==> src/rtl/vending_inventory_if.sv <==
// Request/response bundle between the vending controller and its user side,
// including the product record bus sampled by the stock-file writer.
interface vending_inventory_if;
  logic        sel_valid;
  logic [2:0]  sel_id;
  logic        coin_valid;
  logic [3:0]  coin_value;
  logic        cancel;
  logic        restock_valid;
  logic [2:0]  restock_id;
  logic [3:0]  restock_count;
  logic [10:0] p0;
  logic [10:0] p1;
  logic [10:0] p2;
  logic [10:0] p3;
  logic [10:0] p4;
  logic        busy;
  logic        dispense_valid;
  logic [2:0]  dispense_id;
  logic        change_valid;
  logic [4:0]  change_amount;
  logic        coin_reject;
  logic        err;

  modport slave (
    input  sel_valid, sel_id, coin_valid, coin_value, cancel,
           restock_valid, restock_id, restock_count,
    output p0, p1, p2, p3, p4, busy, dispense_valid, dispense_id,
           change_valid, change_amount, coin_reject, err
  );

  modport master (
    output sel_valid, sel_id, coin_valid, coin_value, cancel,
           restock_valid, restock_id, restock_count,
    input  p0, p1, p2, p3, p4, busy, dispense_valid, dispense_id,
           change_valid, change_amount, coin_reject, err
  );
endinterface

==> src/rtl/vending_inventory.sv <==
// Inventory and transaction controller: five product records plus the
// select / pay / dispense / change sequence.
module vending_inventory #(
  parameter logic [3:0] INIT_COUNT = 4'd5,
  parameter logic [3:0] PRICE0     = 4'd3,
  parameter logic [3:0] PRICE1     = 4'd5,
  parameter logic [3:0] PRICE2     = 4'd7,
  parameter logic [3:0] PRICE3     = 4'd9,
  parameter logic [3:0] PRICE4     = 4'd12,
  parameter logic [3:0] TIMEOUT    = 4'd15
) (
  input logic                 clock,
  input logic                 reset_n,
  vending_inventory_if.slave  bus
);

  typedef enum logic [1:0] {
    IDLE     = 2'd0,
    COLLECT  = 2'd1,
    DISPENSE = 2'd2,
    REFUND   = 2'd3
  } state_t;

  state_t      state_q, state_d;
  logic [2:0]  sel_q, sel_d;
  logic [4:0]  credit_q, credit_d;
  logic [3:0]  timer_q, timer_d;
  logic [3:0]  count_q [5];
  logic [3:0]  count_d [5];
  logic        coin_reject_q, coin_reject_d;
  logic        err_q, err_d;

  logic [5:0]  coin_sum;
  logic [4:0]  timer_inc;
  logic [3:0]  sel_price;
  logic        dispensing;
  logic        timed_out;

  function automatic logic [3:0] price_of(input logic [2:0] id);
    case (id)
      3'd0:    price_of = PRICE0;
      3'd1:    price_of = PRICE1;
      3'd2:    price_of = PRICE2;
      3'd3:    price_of = PRICE3;
      default: price_of = PRICE4;
    endcase
  endfunction

  // Restock sum is formed one bit wider so the saturation to 15 is exact.
  function automatic logic [3:0] sat_add(input logic [3:0] a, input logic [3:0] b);
    logic [4:0] sum;
    sum = {1'b0, a} + {1'b0, b};
    sat_add = sum[4] ? 4'd15 : sum[3:0];
  endfunction

  always_comb begin
    state_d       = state_q;
    sel_d         = sel_q;
    credit_d      = credit_q;
    timer_d       = timer_q;
    coin_reject_d = 1'b0;
    err_d         = 1'b0;
    dispensing    = 1'b0;
    timed_out     = 1'b0;
    coin_sum      = {1'b0, credit_q} + {2'b00, bus.coin_value};
    timer_inc     = {1'b0, timer_q} + 5'd1;
    sel_price     = price_of(sel_q);

    case (state_q)
      IDLE: begin
        if (bus.coin_valid) coin_reject_d = 1'b1;
        if (bus.sel_valid) begin
          if (bus.sel_id > 3'd4) begin
            err_d = 1'b1;
          end else if (count_q[bus.sel_id] == 4'd0) begin
            err_d = 1'b1;
          end else begin
            sel_d    = bus.sel_id;
            credit_d = 5'd0;
            timer_d  = 4'd0;
            state_d  = COLLECT;
          end
        end
      end
      COLLECT: begin
        if (bus.cancel) begin
          if (bus.coin_valid) coin_reject_d = 1'b1;
          timer_d = 4'd0;
          state_d = (credit_q == 5'd0) ? IDLE : REFUND;
        end else begin
          if (bus.coin_valid && coin_sum <= 6'd31) begin
            credit_d = coin_sum[4:0];
            timer_d  = 4'd0;
          end else begin
            if (bus.coin_valid) coin_reject_d = 1'b1;
            timer_d   = timer_inc[3:0];
            timed_out = (timer_inc == {1'b0, TIMEOUT});
          end
          // Payment decision uses the registered credit, one cycle behind the coin.
          if (credit_q >= {1'b0, sel_price}) begin
            state_d = DISPENSE;
          end else if (timed_out) begin
            state_d = (credit_q == 5'd0) ? IDLE : REFUND;
          end
        end
      end
      DISPENSE: begin
        if (bus.coin_valid) coin_reject_d = 1'b1;
        dispensing = 1'b1;
        credit_d   = credit_q - {1'b0, sel_price};
        state_d    = (credit_d != 5'd0) ? REFUND : IDLE;
      end
      default: begin
        if (bus.coin_valid) coin_reject_d = 1'b1;
        credit_d = 5'd0;
        state_d  = IDLE;
      end
    endcase

    // A dispense and a restock of the same product on one edge both apply.
    for (int i = 0; i < 5; i++) begin
      logic [3:0] base;
      base = count_q[i];
      if (dispensing && sel_q == i[2:0]) base = base - 4'd1;
      if (bus.restock_valid && bus.restock_id == i[2:0])
        count_d[i] = sat_add(base, bus.restock_count);
      else
        count_d[i] = base;
    end
  end

  always_ff @(posedge clock or negedge reset_n) begin
    if (!reset_n) begin
      state_q       <= IDLE;
      sel_q         <= 3'd0;
      credit_q      <= 5'd0;
      timer_q       <= 4'd0;
      coin_reject_q <= 1'b0;
      err_q         <= 1'b0;
      for (int i = 0; i < 5; i++) count_q[i] <= INIT_COUNT;
    end else begin
      state_q       <= state_d;
      sel_q         <= sel_d;
      credit_q      <= credit_d;
      timer_q       <= timer_d;
      coin_reject_q <= coin_reject_d;
      err_q         <= err_d;
      for (int i = 0; i < 5; i++) count_q[i] <= count_d[i];
    end
  end

  assign bus.busy           = (state_q != IDLE);
  assign bus.dispense_valid = (state_q == DISPENSE);
  assign bus.dispense_id    = (state_q == DISPENSE) ? sel_q : 3'd0;
  assign bus.change_valid   = (state_q == REFUND);
  assign bus.change_amount  = (state_q == REFUND) ? credit_q : 5'd0;
  assign bus.coin_reject    = coin_reject_q;
  assign bus.err            = err_q;

  assign bus.p0 = {3'd0, count_q[0], PRICE0};
  assign bus.p1 = {3'd1, count_q[1], PRICE1};
  assign bus.p2 = {3'd2, count_q[2], PRICE2};
  assign bus.p3 = {3'd3, count_q[3], PRICE3};
  assign bus.p4 = {3'd4, count_q[4], PRICE4};

endmodule

==> src/flat_wrapper.sv <==
// flat-port wrapper written by rule: the top's interface ports become plain ports
module vending_inventory_flat 
#(
  parameter logic [3:0] INIT_COUNT = 4'd5,
  parameter logic [3:0] PRICE0     = 4'd3,
  parameter logic [3:0] PRICE1     = 4'd5,
  parameter logic [3:0] PRICE2     = 4'd7,
  parameter logic [3:0] PRICE3     = 4'd9,
  parameter logic [3:0] PRICE4     = 4'd12,
  parameter logic [3:0] TIMEOUT    = 4'd15
)
  (clock, reset_n, bus_sel_valid, bus_sel_id, bus_coin_valid, bus_coin_value, bus_cancel, bus_restock_valid, bus_restock_id, bus_restock_count, bus_p0, bus_p1, bus_p2, bus_p3, bus_p4, bus_busy, bus_dispense_valid, bus_dispense_id, bus_change_valid, bus_change_amount, bus_coin_reject, bus_err);
  vending_inventory_if bus_i ();
  input logic clock;
  input logic reset_n;
  input wire logic [$bits(bus_i.sel_valid)-1:0] bus_sel_valid;
  input wire logic [$bits(bus_i.sel_id)-1:0] bus_sel_id;
  input wire logic [$bits(bus_i.coin_valid)-1:0] bus_coin_valid;
  input wire logic [$bits(bus_i.coin_value)-1:0] bus_coin_value;
  input wire logic [$bits(bus_i.cancel)-1:0] bus_cancel;
  input wire logic [$bits(bus_i.restock_valid)-1:0] bus_restock_valid;
  input wire logic [$bits(bus_i.restock_id)-1:0] bus_restock_id;
  input wire logic [$bits(bus_i.restock_count)-1:0] bus_restock_count;
  output wire logic [$bits(bus_i.p0)-1:0] bus_p0;
  output wire logic [$bits(bus_i.p1)-1:0] bus_p1;
  output wire logic [$bits(bus_i.p2)-1:0] bus_p2;
  output wire logic [$bits(bus_i.p3)-1:0] bus_p3;
  output wire logic [$bits(bus_i.p4)-1:0] bus_p4;
  output wire logic [$bits(bus_i.busy)-1:0] bus_busy;
  output wire logic [$bits(bus_i.dispense_valid)-1:0] bus_dispense_valid;
  output wire logic [$bits(bus_i.dispense_id)-1:0] bus_dispense_id;
  output wire logic [$bits(bus_i.change_valid)-1:0] bus_change_valid;
  output wire logic [$bits(bus_i.change_amount)-1:0] bus_change_amount;
  output wire logic [$bits(bus_i.coin_reject)-1:0] bus_coin_reject;
  output wire logic [$bits(bus_i.err)-1:0] bus_err;
  assign bus_i.sel_valid = bus_sel_valid;
  assign bus_i.sel_id = bus_sel_id;
  assign bus_i.coin_valid = bus_coin_valid;
  assign bus_i.coin_value = bus_coin_value;
  assign bus_i.cancel = bus_cancel;
  assign bus_i.restock_valid = bus_restock_valid;
  assign bus_i.restock_id = bus_restock_id;
  assign bus_i.restock_count = bus_restock_count;
  assign bus_p0 = bus_i.p0;
  assign bus_p1 = bus_i.p1;
  assign bus_p2 = bus_i.p2;
  assign bus_p3 = bus_i.p3;
  assign bus_p4 = bus_i.p4;
  assign bus_busy = bus_i.busy;
  assign bus_dispense_valid = bus_i.dispense_valid;
  assign bus_dispense_id = bus_i.dispense_id;
  assign bus_change_valid = bus_i.change_valid;
  assign bus_change_amount = bus_i.change_amount;
  assign bus_coin_reject = bus_i.coin_reject;
  assign bus_err = bus_i.err;
  vending_inventory #(.INIT_COUNT(INIT_COUNT), .PRICE0(PRICE0), .PRICE1(PRICE1), .PRICE2(PRICE2), .PRICE3(PRICE3), .PRICE4(PRICE4), .TIMEOUT(TIMEOUT)) u_core (.clock(clock), .reset_n(reset_n), .bus(bus_i));
endmodule
==> config.mk <==
export PLATFORM = sky130hd
export DESIGN_NAME = vending_inventory_flat
export DESIGN_NICKNAME = d
export VERILOG_FILES = /design/src/rtl/vending_inventory_if.sv /design/src/rtl/vending_inventory.sv /design/src/flat_wrapper.sv
export SDC_FILE = /design/constraint.sdc
export NUM_CORES = 1
export LEC_CHECK = 0
export ABC_CLOCK_PERIOD_IN_PS = 3630
export CAP_MARGIN = 20
export CELL_PAD_IN_SITES_DETAIL_PLACEMENT = 0
export CELL_PAD_IN_SITES_GLOBAL_PLACEMENT = 2
export CORE_ASPECT_RATIO = 2
export CORE_UTILIZATION = 30
export CTS_CLUSTER_SIZE = 30
export DETAILED_ROUTE_END_ITERATION = 10
export GPL_ROUTABILITY_DRIVEN = 0
export PLACE_DENSITY_LB_ADDON = 0.05
export SLEW_MARGIN = 20
export SYNTH_ARGS = -nofsm -noshare
export SYNTH_HDL_FRONTEND = slang
export SYNTH_SLANG_ARGS = --single-unit
==> constraint.sdc <==
create_clock -name clock -period 3.63 [get_ports clock]
set_clock_uncertainty 0.05 [all_clocks]
set_input_delay 0.363 -clock clock [delete_from_list [all_inputs] [get_ports clock]]
set_output_delay 0.363 -clock clock [all_outputs]
set_load 0.05 [all_outputs]
# ---- Word-level counts from Yosys, hierarchy flattened
# Index checks and enable logic that the tools add are counted.
# W data, S select, Z words.
dict set report op_classes {
  add_sub_neg 13
  n_lt_le_gt_ge 4
  eq_ne 18
  n_mux 54
  bitwise 3
  reduce_logical 23
}
# op count
set op_table {}
lappend op_table {{$mux W4} 22}
lappend op_table {{$mux W5} 6}
lappend op_table {{$add A4 B4 Y5} 5}
lappend op_table {{$sub A4 B1 Y4 const B} 5}
lappend op_table {{$mux W2} 8}
lappend op_table {{$pmux W4 S4} 1}
lappend op_table {{$pmux W5 S3} 1}
lappend op_table {{$bmux W4 S3} 1}
lappend op_table {{$eq A3 B2 Y1 const B} 4}
lappend op_table {{$mux W1} 12}
lappend op_table {{$reduce_and A4 Y1} 3}
lappend op_table {{$logic_and A1 B1 Y1} 11}
lappend op_table {{$ne A2 B2 Y1 const B} 4}
lappend op_table {{$pmux W4 S2} 1}
lappend op_table {{$add A5 B4 Y6} 1}
lappend op_table {{$eq A3 B1 Y1 const B} 2}
lappend op_table {{$eq A3 B3 Y1 const B} 2}
lappend op_table {{$le A6 B5 Y1 const B} 1}
lappend op_table {{$logic_not A3 Y1} 2}
lappend op_table {{$pmux W2 S3} 1}
lappend op_table {{$add A4 B1 Y5 const B} 1}
lappend op_table {{$eq A5 B4 Y1 const B} 1}
lappend op_table {{$ge A5 B4 Y1} 1}
lappend op_table {{$logic_not A5 Y1} 1}
lappend op_table {{15 further kinds} 18}
dict set report totals {
  ff_bits 36
  input_bits 20
  output_inout_bits 68
  elab_cells 126
}

# ---- Logic depth before layout (Yosys ltp)
# Gate-level depths: netlist of the first run.
dict set report logic_depth {
  word_depth 10
  ltp_mapped 13
  depth_no_buf 12
}

# ---- Worst setup path before layout of the first run
# Ideal clock, no wire load.
dict set report synth_timing {
  path_kind {register to register}
  start {reg u_core.state_q[0]}
  end {reg u_core.count_q, in the netlist u_core.bus.p3[5]}
  setup_ns 0.121
  t_arrival_ns 3.586
  t_required_ns 3.459
  slack_ns -0.128
  stages_incl_launch_ff 14
  path_buffers 1
  synth_period_minus_slack_ns 3.758
  path_cell_list {dfrtp_1 -> inv_1 -> ha_1 -> buf_2 -> inv_1 -> nor2_1 -> nand3_1 -> xnor2_1 -> ha_1 -> fa_1 -> a21o_1 -> nand2_1 -> nand3b_1 -> o22a_1}
}
# element line_no
set synth_rtl {}
lappend synth_rtl {{start: declaration} vending_inventory.sv:24} ;# state_t state_q, state_d;
lappend synth_rtl {{start signal: assignment} vending_inventory.sv:142} ;# state_q <= state_d;
lappend synth_rtl {{end: declaration} vending_inventory.sv:28} ;# logic [3:0] count_q [5];

==> results of run 1 <==
==> worst max-delay path: cells and delay by family, from the launching register on <==
kind            cells  cell delay (ns)
compound gates      3             0.71
xor+xnor            1             0.18
fa+ha+maj           3             0.85
buf+inv             2             0.21
flops               1             0.40
simple gates        1             0.39
==> synthesized netlist by cell type, drive strengths merged, types with 3 or more instances <==
cell and n:
a211o 4, a211oi 3, a21o 13, a21oi 20
a31oi 4, and2 7, and3 3, buf 37
dfrtp 26, dfstp 10, fa 7, ha 39
inv 29, mux2 5, mux2i 3, nand2 31
nand2b 5, nand3 5, nand3b 4, nand4 3
nor2 14, nor2b 4, nor3 9, nor4 4
o21ai 7, o22a 18, o22ai 3, or2 3
or4 3, xnor2 21, xor2 11
==> per-stage QoR <==
step	cells	instance area (sq um)	hold slack [ns]	total power, mW	setup slack (ns)
after detailed placement	565	3990	0.499	3.22	0.725
final	573	4120	0.164	3.63	0.733
after floorplan	408	3550	0.0174	2.59	0.167
after global routing	573	4120	0.240	3.90	0.550
after global placement	565	3990	0.482	3.22	0.694
after CTS	573	4120	0.202	3.67	0.707
==> path summary, 6_finish.rpt <==
check / slack (ns) / start / endpoint
worst max-delay path: 0.73 / u_core.state_q[0] / u_core.bus.p2[5]
worst min-delay path: 0.16 / reset_n / u_core.credit_q[2]
worst max register to register: 0.73 / u_core.state_q[0] / u_core.bus.p2[5]
worst min register to register: 0.50 / u_core.timer_q[3] / u_core.timer_q[3]
max in group asynchronous: 2.78 / reset_n / u_core.bus.err
min in group clock: 0.50 / u_core.timer_q[3] / u_core.timer_q[3]
==> state kept, by name (all words and copies together), names as in the netlist <==
| name | count |
|---|---|
| u_core.bus.coin_reject | 1 |
| u_core.bus.err | 1 |
| u_core.bus.p0 | 4 |
| u_core.bus.p1 | 4 |
| u_core.bus.p2 | 4 |
| u_core.bus.p3 | 4 |
| u_core.bus.p4 | 4 |
| u_core.credit_q | 5 |
| u_core.sel_q | 3 |
| u_core.state_q | 2 |
| u_core.timer_q | 4 |
==> per-layer routing <==
layer | routed length (um) | vias up | part of all wire [%]
met2 | 5450 | 59 | 58
met1 | 3370 | 1331 | 36
met3 | 281 | 13 | 3.0
met5 | 0 | - | 0
li1 | - | 1372 | -
met4 | 286 | 0 | 3.0
==> kinds of logic after synthesis <==
family	after synthesis	share of synthesized area, %
other	2	0.219
multiplexers	8	2.63
AND/OR/NAND/NOR	97	14.7
adder cells (fa/ha/maj)	46	18.3
AO/OA/AOI/OAI	86	17.8
flip-flops	36	26.7
XOR/XNOR	32	8.18
buffers and inverters	68	11.5
==> power breakdown <==
group / total (mW) / switching, mW / leakage, nW / internal, mW
Clock: 0.432 / 0.178 / 0.0679 / 0.254
Combinational: 2.40 / 1.44 / 1.37 / 0.955
Sequential: 0.798 / 0.205 / 0.416 / 0.594
==> area by class of cell <==
cell class              count  share of cell area (%)
inverters                  29                    2.64
clock buffers               7                    3.22
flip-flops and latches     36                    22.2
well taps                 140                    4.25
clock inverters             1                   0.121
repair buffers             56                    13.2
multi-input cells         304                    54.4
==> summary.txt, run 1 <==
========================================================================================================
Kind of end point of the critical path                                                         flip-flop
Final critical delay including setup and external delays                                         2.90 ns
Class of the tightest hold or removal check                                                  in -> async
Vias in the first global route                                                                      2844
Number of ports placed on the die boundary                                                            88
Top area cells in the synthesized netlist                                                   sky130_fd_sc_hd__dfrtp_1 19%, sky130_fd_sc_hd__ha_1 14%, sky130_fd_sc_hd__buf_4 7.7%
Vias per cell                                                                                       4.84
Number of filler instances in the final layout                                                      1165
Average instance area after synthesis                                                         9.13 sq um
H-tree depth reported by CTS                                                                           2
Clock Tree Buf Depth                                                                                   2
Die area                                                                                     11900 sq um
Number of antenna violations at the first check in global routing                                      0
Cell type contributing the most total cell area after synthesis                             sky130_fd_sc_hd__dfrtp_1
Worst-path cell with the longest stage delay                                                sky130_fd_sc_hd__dfrtp_1
Count of TritonRoute iterations in the first routing pass                                              4
Cell leakage power                                                                               1.86 nW
Area fraction of the dominant cell type after synthesis                                            19.0%
Ratio of cells with drive above 1 in the final layout                                              7.62%
Sequential area share after synthesis                                                              26.7%
Peak ir drop on the vdd network                                                                 0.518 mV
Inserted Clock Buffers                                                                                 5
Power density cells                                                                          880 nW/um^2
Met1 Resource Use GR                                                                               15.9%
Final routed wire length divided by cell count                                                   16.4 um
TritonCTS clock tree                                                                                done
Number of sinks driven by the clock tree                                                              36
GRT overflow                                                                                           0
Master cell of the clock root buffer                                                        sky130_fd_sc_hd__clkbuf_16
Nets                                                                                                 498
Count of routing violations after the opening detailed-route iteration                                38
Layout overhead on the synthesized area                                                            20.4%
Async set or reset register ratio after synthesis                                                   100%
Most common cell after layout, fill and taps aside                                          sky130_fd_sc_hd__clkdlybuf4s50_1
Count of flip-flops with a built-in enable after synthesis                                             0
# Max-Cap Violations                                                                                   0
Headroom to the max-slew limit                                                                     37.9%
Number of inserted diodes                                                                              0
Met2 Track Usage GR                                                                                32.8%
Gate count of the mapped netlist                                                                     375
Placed wire-length estimate                                                                      7.65 mm
Critical-path maximum fanout                                                                           5
Highest-count cells in the layout ignoring fill and taps                                    51 x sky130_fd_sc_hd__clkdlybuf4s50_1, 39 x sky130_fd_sc_hd__ha_1, 35 x sky130_fd_sc_hd__conb_1
Result of the run                                                                           finished, final reports clean
Post-cts hold buffer count                                                                             0
Slew at the pin closest to its max-slew limit                                                   0.932 ns
Met3 track utilization from global routing                                                         2.33%
Setup crit start kind                                                                          flip-flop
Final core utilization                                                                             37.4%
Final hold vios                                                                                        0
Cts repair resizes                                                                                     0
Type of the setup path with the least slack                                                   reg -> reg
Depth of the worst register-to-register path                                                          10
Synth Flop Type                                                                             sky130_fd_sc_hd__dfrtp_1
Site row count                                                                                        54
Unrepaired setup endpoints after global routing                                                       no
Area inside the core boundary                                                                11000 sq um
Worst EP required                                                                                3.75 ns
Multi-input logic area                                                                        2240 sq um
Number of library cell types mapped by synthesis                                                      56
CP peak stage delay                                                                              0.40 ns
DR DRC count                                                                                           0
Synth warnings                                                                                         0
Final WL                                                                                         9.39 mm
GRT Resource Usage Total                                                                           16.4%
# port buffers                                                                                        52
Chain of cells forming the critical path                                                    inv_1, ha_1, inv_1, nor3_2, xnor2_1, ha_1, fa_1, a21o_1, a211o_1, o22a_1
DR vias                                                                                             2775
Maximum number of pins on one net before global-route repair                                          37
Post-CTS Setup Bufs                                                                                    0
Tcrit/Tclk final                                                                                   79.8%
Footprint of the flip-flops and latches                                                        913 sq um
Seq cells post-synth                                                                                  36
Starting density of the core                                                                       31.1%
Die X                                                                                            77.6 um
Signal arrival time at the worst endpoint                                                        3.02 ns
Die Y-Extent                                                                                      153 um
Post-CTS clock slew at the launch and capture registers of the worst setup and hold paths        0.06 ns
Setup-violating endpoint count in the final report                                                     0
Later-pin clock latency in the skew report                                                       0.28 ns
Post-route ant nets                                                                                    0
Maximum frequency from static timing analysis                                                  0.345 GHz
Final count of pins violating max slew                                                                 0
Most used routing layer in global routing                                                           met2
Setup TNS                                                                                           0 ns
Wire length of the first global-routing pass                                                     14.7 mm
Post-Synthesis Cell Area                                                                      3420 sq um
========================================================================================================
Power figures use the tool's default switching activity.
==> run 2, diff against run 1 <==
ABC_CLOCK_PERIOD_IN_PS = 2500   (was 3630)
CORE_UTILIZATION = 27   (was 30)
clock period = 2.5 ns   (was 3.63 ns; I/O delays follow)
==> run 2 against run 1 <==
The flow now finishes with violations (setup timing). Critical endpoint unchanged. Register-to-register slack got worse by 0.78 ns. Die area grew 11%. Sequential share of layout area shrank 4.1 points. Hold slack worse by 0.10 ns. Core utilization rose by 3.9 points. Via count rose by 14%. Critical path depth is 1 lower. Setup slack got worse by 0.78 ns. Global-route usage up 1.0 points. Routed wire length rose by 14%. Maximum frequency up 14%.
==> summary.txt, run 2 (same netlist as run 1, synthesis figures left out) <==
========================================================================================================
Result of the run                                                                           finished with violations
Violated checks                                                                             setup timing
Flip-flop count of the largest register, all copies and words added                                    5   unchanged
H-tree depth reported by CTS                                                                           2   unchanged
Power consumption                                                                                6.69 mW   +85%
# port buffers                                                                                        52   unchanged
TritonCTS clock tree                                                                                done
Peak ir drop on the vdd network                                                                 0.635 mV   +22%
Final count of pins violating max slew                                                                 0   unchanged
Starting density of the core                                                                       27.9%   -3.2 points
Die Y-Extent                                                                                      161 um   +5.3%
Final critical delay including setup and external delays                                         2.55 ns   -0.350 ns
Type of the setup path with the least slack                                                   reg -> reg
CP peak stage delay                                                                              0.41 ns   about the same
Setup slack of the worst register-to-register path                                              -0.05 ns   -0.78 ns
Final Worst Setup Slack                                                                       -0.0480 ns   -0.780 ns
Final core utilization                                                                             41.4%   +3.9 points
GRT Resource Usage Total                                                                           17.4%   +1.0 points
Number of inserted diodes                                                                              0   unchanged
Die X                                                                                            81.6 um   +5.3%
Most common cell after layout, fill and taps aside                                          sky130_fd_sc_hd__buf_4
Number of ports placed on the die boundary                                                            88   unchanged
Layout overhead on the synthesized area                                                            48.1%
Final routed wire length divided by cell count                                                   16.3 um   -0.38%
Clock Tree Buf Depth                                                                                   2   unchanged
Worst-path cell with the longest stage delay                                                sky130_fd_sc_hd__dfrtp_1
Number of sinks driven by the clock tree                                                              36   unchanged
Maximum number of pins on one net before global-route repair                                          37   unchanged
Die area                                                                                     13200 sq um   +11%
GRT overflow                                                                                           0   unchanged
Final hold vios                                                                                        0   unchanged
Unrepaired setup endpoints after global routing                                                      yes
Highest-count cells in the layout ignoring fill and taps                                    75 x sky130_fd_sc_hd__buf_4, 43 x sky130_fd_sc_hd__clkdlybuf4s50_1, 35 x sky130_fd_sc_hd__conb_1
Slew at the pin closest to its max-slew limit                                                   0.949 ns   +0.0173 ns
Worst EP required                                                                                2.63 ns   -1.12 ns
Signal arrival time at the worst endpoint                                                        2.68 ns   -0.34 ns
Kind of end point of the critical path                                                         flip-flop
DR DRC count                                                                                           0   unchanged
Master cell of the clock root buffer                                                        sky130_fd_sc_hd__clkbuf_16
Setup crit start kind                                                                          flip-flop
Area inside the core boundary                                                                12300 sq um   +11%
Inserted Clock Buffers                                                                                 5   unchanged
Number of filler instances in the final layout                                                      1264   +8.5%
Vias in the first global route                                                                      3325   +17%
Nets                                                                                                 575   +15%
Count of routing violations after the opening detailed-route iteration                                70   +84%
Power density cells                                                                         1320 nW/um^2   +50%
Number of antenna violations at the first check in global routing                                      0   unchanged
Tcrit/Tclk final                                                                                    102%   +22 points
Class of the tightest hold or removal check                                                  in -> async
Worst Path Buf+Inv                                                                                     1   -1
# Max-Cap Violations                                                                                   0   unchanged
Maximum frequency from static timing analysis                                                  0.392 GHz   +14%
Site row count                                                                                        57   +5.6%
Post-CTS clock slew at the launch and capture registers of the worst setup and hold paths        0.06 ns   about the same
Final WL                                                                                         10.7 mm   +14%
Headroom to the max-slew limit                                                                     36.7%   -1.2 points
Wire length of the first global-routing pass                                                     16.8 mm   +15%
Register with the most flip-flops                                                           u_core.credit_q
Post-route ant nets                                                                                    0   unchanged
Setup-violating endpoint count in the final report                                                    10   +10
Chain of cells forming the critical path                                                    or2_4, buf_6, nor3_4, xnor2_2, ha_2, fa_2, a21o_1, a211o_1, o22a_1
Vias per cell                                                                                       4.80   -0.85%
Critical-path maximum fanout                                                                           4   -1
DR vias                                                                                             3150   +14%
Cell leakage power                                                                               2.41 nW   +30%
Ratio of cells with drive above 1 in the final layout                                              33.2%   +26 points
Later-pin clock latency in the skew report                                                       0.29 ns   about the same
Count of TritonRoute iterations in the first routing pass                                              6   +2
Placed wire-length estimate                                                                      8.59 mm   +12%
Cell family contributing the most delay on the critical path                                compound AO/OA/AOI/OAI gates
========================================================================================================
run 2: cell types whose count changed in the layout (fill, tap and decap cells not counted), sizes merged:
cell and change:
clkbuf -1, clkdlybuf4s50 -8, buf +79, dlygate4sd2 +1, dlymetal6s2s +5
run 2: final cells by class:
cell class | count | area [sq um] | share of cell area [%]
multi-input combinational | 304 | 2550 | 50.3
timing repair buffer | 133 | 1180 | 23.2
sequential | 36 | 913 | 18.0
tap | 147 | 184 | 3.63
clock buffer | 6 | 129 | 2.54
inverter | 29 | 114 | 2.24
clock inverter | 1 | 5.00 | 0.0987
run 2: power by group:
| group | switching, mW | internal [mW] | total (mW) |
|---|---|---|---|
| combinational | 2.55 | 2.35 | 4.90 |
| sequential | 0.286 | 0.863 | 1.15 |
| clock | 0.277 | 0.364 | 0.641 |
run 2: what timing repair did:
item	4_1_cts	5_1_grt
hold buffers	0	0
gates resized for setup	22	30
setup endpoints to repair	18	28
pin swaps	22	22
endpoints found under the hold margin	0	0
setup buffers	10	10
run 2: metrics by stage:
stage / hold WS [ns] / setup slack, ns / instances / cell area (sq um) / TNS [ns]
after floorplan: -0.0956 / -0.254 / 408 / 3660 / -3.37
after global placement: 0.412 / -0.235 / 629 / 4550 / -0.967
after detailed placement: 0.413 / -0.250 / 629 / 4550 / -1.10
after CTS: 0.102 / -0.0432 / 646 / 4860 / -0.427
after global routing: 0.147 / -0.195 / 656 / 5070 / -2.29
final: 0.0600 / -0.0480 / 656 / 5070 / -0.268
run 2: worst paths after layout:
kind | to | start | cells past startpoint
min reg2reg | u_core.timer_q[3] | u_core.timer_q[3] | 2
max in group asynchronous | u_core.bus.p4[5] | reset_n | 1
max | u_core.bus.p2[5] | u_core.sel_q[2] | 9
min | u_core.bus.p3[7] | reset_n | 1
min in group clock | u_core.timer_q[3] | u_core.timer_q[3] | 2
max reg2reg | u_core.bus.p2[5] | u_core.sel_q[2] | 9
run 2: routing by layer:
metal | vias to the layer above | routed length (um) | GRT usage, %
li1 | 1520 | - | -
met1 | 1530 | 3490 | 16.0
met2 | 84 | 6590 | 35.6
met3 | 16 | 337 | 2.20
met4 | 0 | 280 | 6.86
met5 | - | 0 | 0
